### src/rtl/instr_fetch_decode.sv
// rtl/instr_fetch_decode.sv - RV32I fetch/pre-decode stage, optional misaligned-target trap under FETCH_MISALIGN_TRAP_EN
module instr_fetch_decode #(
    parameter logic [31:0] RESET_PC = 32'h0000_0000
) (
    input  logic        clk,
    input  logic        rst,
    output logic        imem_req,
    output logic [31:0] imem_addr,
    input  logic        imem_valid,
    input  logic [31:0] imem_rdata,
    input  logic        stall,
    input  logic        br_taken,
    input  logic [31:0] target,
    output logic [31:0] pc,
    output logic [31:0] pc_plus4,
    output logic [31:0] instr,
    output logic        instr_valid,
    output logic        r_type,
    output logic        i_type,
    output logic        load,
    output logic        store,
    output logic        branch,
    output logic        jal,
    output logic        jalr,
    output logic        lui,
    output logic        auipc,
    output logic [2:0]  fun3,
    output logic        fun7,
`ifdef FETCH_MISALIGN_TRAP_EN
    output logic        misalign,
`endif
    output logic        illegal
);

    localparam logic [31:0] NOP = 32'h0000_0013;

    typedef enum logic [1:0] {
        ST_IDLE  = 2'd0,
        ST_FETCH = 2'd1,
        ST_EXEC  = 2'd2
`ifdef FETCH_MISALIGN_TRAP_EN
        , ST_TRAP = 2'd3
`endif
    } state_t;

    state_t state;

    logic dec_r, dec_i, dec_load, dec_store, dec_branch;
    logic dec_jal, dec_jalr, dec_lui, dec_auipc, dec_illegal;
    logic        redirect;
    logic [31:0] tgt_clr;
    logic [31:0] tgt_eff;
    logic [31:0] next_pc;
`ifdef FETCH_MISALIGN_TRAP_EN
    logic        trap_hit;
`endif

    assign imem_addr = pc;
    assign pc_plus4  = pc + 32'd4;

    // Raw opcode decode of the instruction register, before valid gating
    always_comb begin
        dec_r       = 1'b0;
        dec_i       = 1'b0;
        dec_load    = 1'b0;
        dec_store   = 1'b0;
        dec_branch  = 1'b0;
        dec_jal     = 1'b0;
        dec_jalr    = 1'b0;
        dec_lui     = 1'b0;
        dec_auipc   = 1'b0;
        dec_illegal = 1'b0;
        case (instr[6:0])
            7'b0110011: dec_r       = 1'b1;
            7'b0010011: dec_i       = 1'b1;
            7'b0000011: dec_load    = 1'b1;
            7'b0100011: dec_store   = 1'b1;
            7'b1100011: dec_branch  = 1'b1;
            7'b1101111: dec_jal     = 1'b1;
            7'b1100111: dec_jalr    = 1'b1;
            7'b0110111: dec_lui     = 1'b1;
            7'b0010111: dec_auipc   = 1'b1;
            default:    dec_illegal = 1'b1;
        endcase
    end

    // Gated class flags; nothing downstream may fire outside EXEC
    always_comb begin
        r_type  = instr_valid & dec_r;
        i_type  = instr_valid & dec_i;
        load    = instr_valid & dec_load;
        store   = instr_valid & dec_store;
        branch  = instr_valid & dec_branch;
        jal     = instr_valid & dec_jal;
        jalr    = instr_valid & dec_jalr;
        lui     = instr_valid & dec_lui;
        auipc   = instr_valid & dec_auipc;
        illegal = instr_valid & dec_illegal;
        fun3    = instr_valid ? instr[14:12] : 3'b000;
        // bit 30 is only an opcode qualifier for R-type and the shift-right immediates
        fun7    = instr_valid & instr[30] &
                  (dec_r | (dec_i & (instr[14:12] == 3'b101)));
    end

    // Redirect target and next PC selection
    always_comb begin
        redirect = dec_jal | dec_jalr | (dec_branch & br_taken);
        tgt_clr  = {target[31:1], target[0] & ~dec_jalr};
`ifdef FETCH_MISALIGN_TRAP_EN
        tgt_eff  = tgt_clr;
        trap_hit = redirect & (tgt_eff[1:0] != 2'b00);
`else
        tgt_eff  = tgt_clr & ~32'h0000_0003;
`endif
        next_pc  = redirect ? tgt_eff : pc_plus4;
    end

    // Fetch/execute sequencer with registered handshake outputs and PC
    always_ff @(posedge clk or negedge rst) begin
        if (!rst) begin
            state       <= ST_IDLE;
            pc          <= RESET_PC;
            instr       <= NOP;
            imem_req    <= 1'b0;
            instr_valid <= 1'b0;
`ifdef FETCH_MISALIGN_TRAP_EN
            misalign    <= 1'b0;
`endif
        end else begin
            case (state)
                ST_IDLE: begin
                    state    <= ST_FETCH;
                    imem_req <= 1'b1;
                end
                ST_FETCH: begin
                    if (imem_valid) begin
                        instr       <= imem_rdata;
                        state       <= ST_EXEC;
                        imem_req    <= 1'b0;
                        instr_valid <= 1'b1;
                    end
                end
                ST_EXEC: begin
                    if (!stall) begin
                        instr_valid <= 1'b0;
`ifdef FETCH_MISALIGN_TRAP_EN
                        if (trap_hit) begin
                            state    <= ST_TRAP;
                            misalign <= 1'b1;
                        end else begin
`endif
                            pc       <= next_pc;
                            state    <= ST_FETCH;
                            imem_req <= 1'b1;
`ifdef FETCH_MISALIGN_TRAP_EN
                        end
`endif
                    end
                end
`ifdef FETCH_MISALIGN_TRAP_EN
                ST_TRAP: begin
                    state <= ST_TRAP;
                end
`endif
                default: begin
                    state       <= ST_IDLE;
                    imem_req    <= 1'b0;
                    instr_valid <= 1'b0;
                end
            endcase
        end
    end

endmodule

### config.mk
export PLATFORM = sky130hd
export DESIGN_NAME = instr_fetch_decode
export DESIGN_NICKNAME = d
export VERILOG_FILES = /design/src/rtl/instr_fetch_decode.sv
export SDC_FILE = /design/constraint.sdc
export NUM_CORES = 1
export LEC_CHECK = 0
export ABC_AREA = 1
export CAP_MARGIN = 20
export CORE_MARGIN = 3
export CORE_UTILIZATION = 42
export CTS_CLUSTER_SIZE = 24
export DETAILED_ROUTE_END_ITERATION = 12
export PLACE_DENSITY = 0.82
export SYNTH_ARGS = -nofsm -noshare
export SYNTH_HDL_FRONTEND = slang
export SYNTH_SLANG_ARGS = --single-unit
### constraint.sdc
create_clock -name clk -period 1.8 [get_ports clk]
set_input_delay 0.36 -clock clk [delete_from_list [all_inputs] [get_ports clk]]
set_output_delay 0.36 -clock clk [all_outputs]
set_load 0.01 [all_outputs]
==> impl_metrics.json <==
{
  "status": "finished, violations left",
  "violations": "negative hold slack, negative setup slack",
  "cp.required_ns": 1.44,
  "seq_area_mm2": 0.00164,
  "max-clock-path-buffers": 2,
  "period_needed_ns": 2.34,
  "grt_pass1_wl_mm": 28.4,
  "fill_cells": 547,
  "max_stage_delay_ns": 0.41,
  "drive_above_1_share_pct": 36.1,
  "slew_viol_final": 0,
  "syn_area_mm2": 0.00443,
  "cp_num_buf_inv": 3,
  "drc_errors": 0,
  "syn_inst": 662,
  "worstPathArrival_ns": 1.98,
  "crit_chain": "buf_6 -> nand2_4 -> nor2_8 -> nand3b_1 -> buf_6 -> nor2_1 -> nand2_1 -> nand2_2 -> buf_6",
  "ys_ff_latch": 65,
  "setup_viol": 43,
  "wire_per_inst_um": 19.1,
  "ctsHoldBuffers": 0,
  "slowest_stage": "dfrtp_1",
  "grt-ovfl-total": 0,
  "multiInputGateArea_mm2": 0.00273,
  "endpoint_kind": "primary output",
  "netlist-cell-type-count": 36,
  "powerDensity_mw_per_mm2": 1400,
  "clock-sinks": 65,
  "reg2reg_slack_ns": -0.08,
  "comb_power_share_pct": 61.1,
  "cp_max_fo": 5,
  "numCtsBuffers": 9,
  "vdd_drop_max_mv": 1.09,
  "port_buffers": 204,
  "startpoint_type": "register",
  "synth_top_area_share_pct": 35.0,
  "p_seq_share_pct": 23.7,
  "dpl.hpwl_mm": 11.8,
  "root_buffer": "clkbuf_8",
  "worstSetupPathType": "register to primary output",
  "p_switching_mw": 4.98,
  "viasPerCell": 5.40,
  "core-area_mm2": 0.0100,
  "fin_skew_ns": 0.0124,
  "fin_crit_sh_pct": 130,
  "drv_cap": 0,
  "layoutNonFillerInstCount": 1102,
  "synth.area.top_cells": "dfrtp_1 35%, nand2_1 24%, inv_1 6.9%, buf_4 6.6%, nand3_1 4.4%",
  "cellLeakagePower_nw": 4.77,
  "timing.hold.ws_ns": -0.00995,
  "swShare_pct": 42.5,
  "ys_seq_area_share_pct": 36.8,
  "critPathCapture": "pc_plus4[19]",
  "final_common_cell": "nand2_1",
  "areaGrowthSynthToFinish_pct": 88.6,
  "htree_levels": 3,
  "cp.depth": 9,
  "syn_avg_cell_area_um2": 6.69,
  "num_io_pins": 213,
  "place_area_mm2": 0.00695,
  "clk_pin_slew_ns": 0.08,
  "drt_wl_total_mm": 21.0,
  "dp_slack_ns": -0.460,
  "p_int_mw": 6.73,
  "rsz0062_at_grt": "true",
  "firstDrtPassIters": 6,
  "grt_pass1_vias": 5816,
  "num_vias": 5956,
  "die_x_um": 109,
  "gp_congestion": 0.916,
  "clkLatencyLatePin_ns": 0.36,
  "place_inst": 1034,
  "layout_setup_ws_ns": -0.542,
  "antenna_left": 0,
  "yosysWarnings": 0,
  "hp-class": "primary input to asynchronous set/reset pin",
  "ff2ff_path_depth": 12,
  "nNetsFinal": 1034,
  "drtIter0Drc": 580,
  "die-area_mm2": 0.0118,
  "reg2reg_from": "imem_addr[3]",
  "final_util_pct": 83.5,
  "grt_antenna_before_repair": 0,
  "synth_top_area_cell": "dfrtp_1",
  "tritoncts": "yes",
  "rows": 36,
  "rr_endpoint": "imem_addr[23]",
  "start_util_pct": 44.3,
  "clockPowerShare_pct": 15.1,
  "cp_common_cell": "buf_6",
  "timing.fmax_mhz": 427,
  "num_antenna_cells": 0,
  "hold_viol": 4,
  "final_cell_mix": "237 x nand2_1, 98 x clkdlybuf4s50_1, 96 x buf_4",
  "fin_area_mm2": 0.00835,
  "power_mw": 11.7,
  "die_h_um": 109,
  "grt_max_degree": 66,
  "grtUsageTotal_pct": 30.7,
  "crit_start": "imem_addr[3]",
  "crit_family": "simple AND/OR/NAND/NOR gates"
}
==> how the worst min path moves through the flow <==
| stage | startpoint | endpoint | cells after the start |
|---|---|---|---|
| 6_report | rst | imem_addr[21] | 2 |
| 2_1_floorplan | rst | imem_addr[10] | 0 |
| 3_5_place_dp | rst | imem_addr[23] | 2 |
| 5_1_grt | rst | imem_addr[23] | 2 |
| 4_1_cts | rst | imem_addr[23] | 2 |
| 3_3_place_gp | rst | imem_addr[21] | 2 |
==> sequential cells by signal, summed over array words and instances, names as in the netlist <==
signal,count
instr,32
imem_addr,30
imem_req,1
instr_valid,1
state,1
==> timing repair <==
action | 4_1_cts | 5_1_grt
pin swaps | 42 | 59
buffers inserted | 40 | 22
gates resized for setup | 307 | 140
endpoints found under the hold margin | 0 | 0
gates cloned | 1 | 1
setup endpoints to repair | 91 | 96
==> power by group through the flow <==
stage / logic (mW) / registers, mW / clock network, mW
after CTS: 6.53 / 2.69 / 1.75
after global placement: 6.18 / 2.64 / 0
after global routing: 7.68 / 2.83 / 1.82
final: 7.16 / 2.78 / 1.77
after detailed placement: 6.33 / 2.67 / 0
after floorplan: 2.27 / 3.05 / 0
==> logic make-up after synthesis <==
group / synth area share (%)
AOI/OAI and AO/OA: 4.38
DFF: 36.8
buffers and inverters: 15.6
adders and majority gates: 0.283
xor gates and xnor gates: 1.38
and+or+nand+nor: 41.4
other: 0.0847
==> area by class of cell <==
cell class,instances,area share (%)
timing repair buffer,340,38.5
multi-input combinational,465,32.7
clock inverter,6,1.65
clock buffer,10,1.65
sequential,65,19.7
inverter,83,3.88
tap,133,1.99
==> Yosys cell counts (all sizes together) <==
cell type / instances
nor4: 5
and2: 3
nand4: 2
a21oi: 19
nor3: 6
nor2: 52
o22ai: 1
and3: 1
buf: 48
inv: 83
ha: 1
dfrtp: 62
dfstp: 3
nand3: 41
a211oi: 1
nand3b: 3
o21ai: 17
or2: 1
clkbuf: 6
xor2: 5
conb: 1
xnor2: 2
nand2: 299
==> worst register-to-register path: stages (launching register included) <==
cell and delay (ns):
dfrtp_1 0.41, buf_6 0.13, nand2_4 0.06, nor2_8 0.19, nand2_4 0.09, nor2_4 0.22
buf_6 0.14, nand2_4 0.04, nand2_2 0.09, buf_4 0.13, nand3_1 0.12, nand2_1 0.11
nand2_1 0.05
==> per-layer routing <==
metal | share of wire (%) | GRT usage [%]
met5 | 0 | 0
met4 | 6.8 | 16.0
met3 | 12 | 8.41
met2 | 48 | 54.8
met1 | 32 | 33.0
==> per-stage QoR <==
step,setup TNS (ns),hold WS (ns)
final,-12.53,-0.00995
after global routing,-16.24,0.0472
after CTS,-10.86,0.0374
after detailed placement,-10.71,0.404
after global placement,-9.12,0.410
after floorplan,0,0.0644
Power figures use the tool's default switching activity.
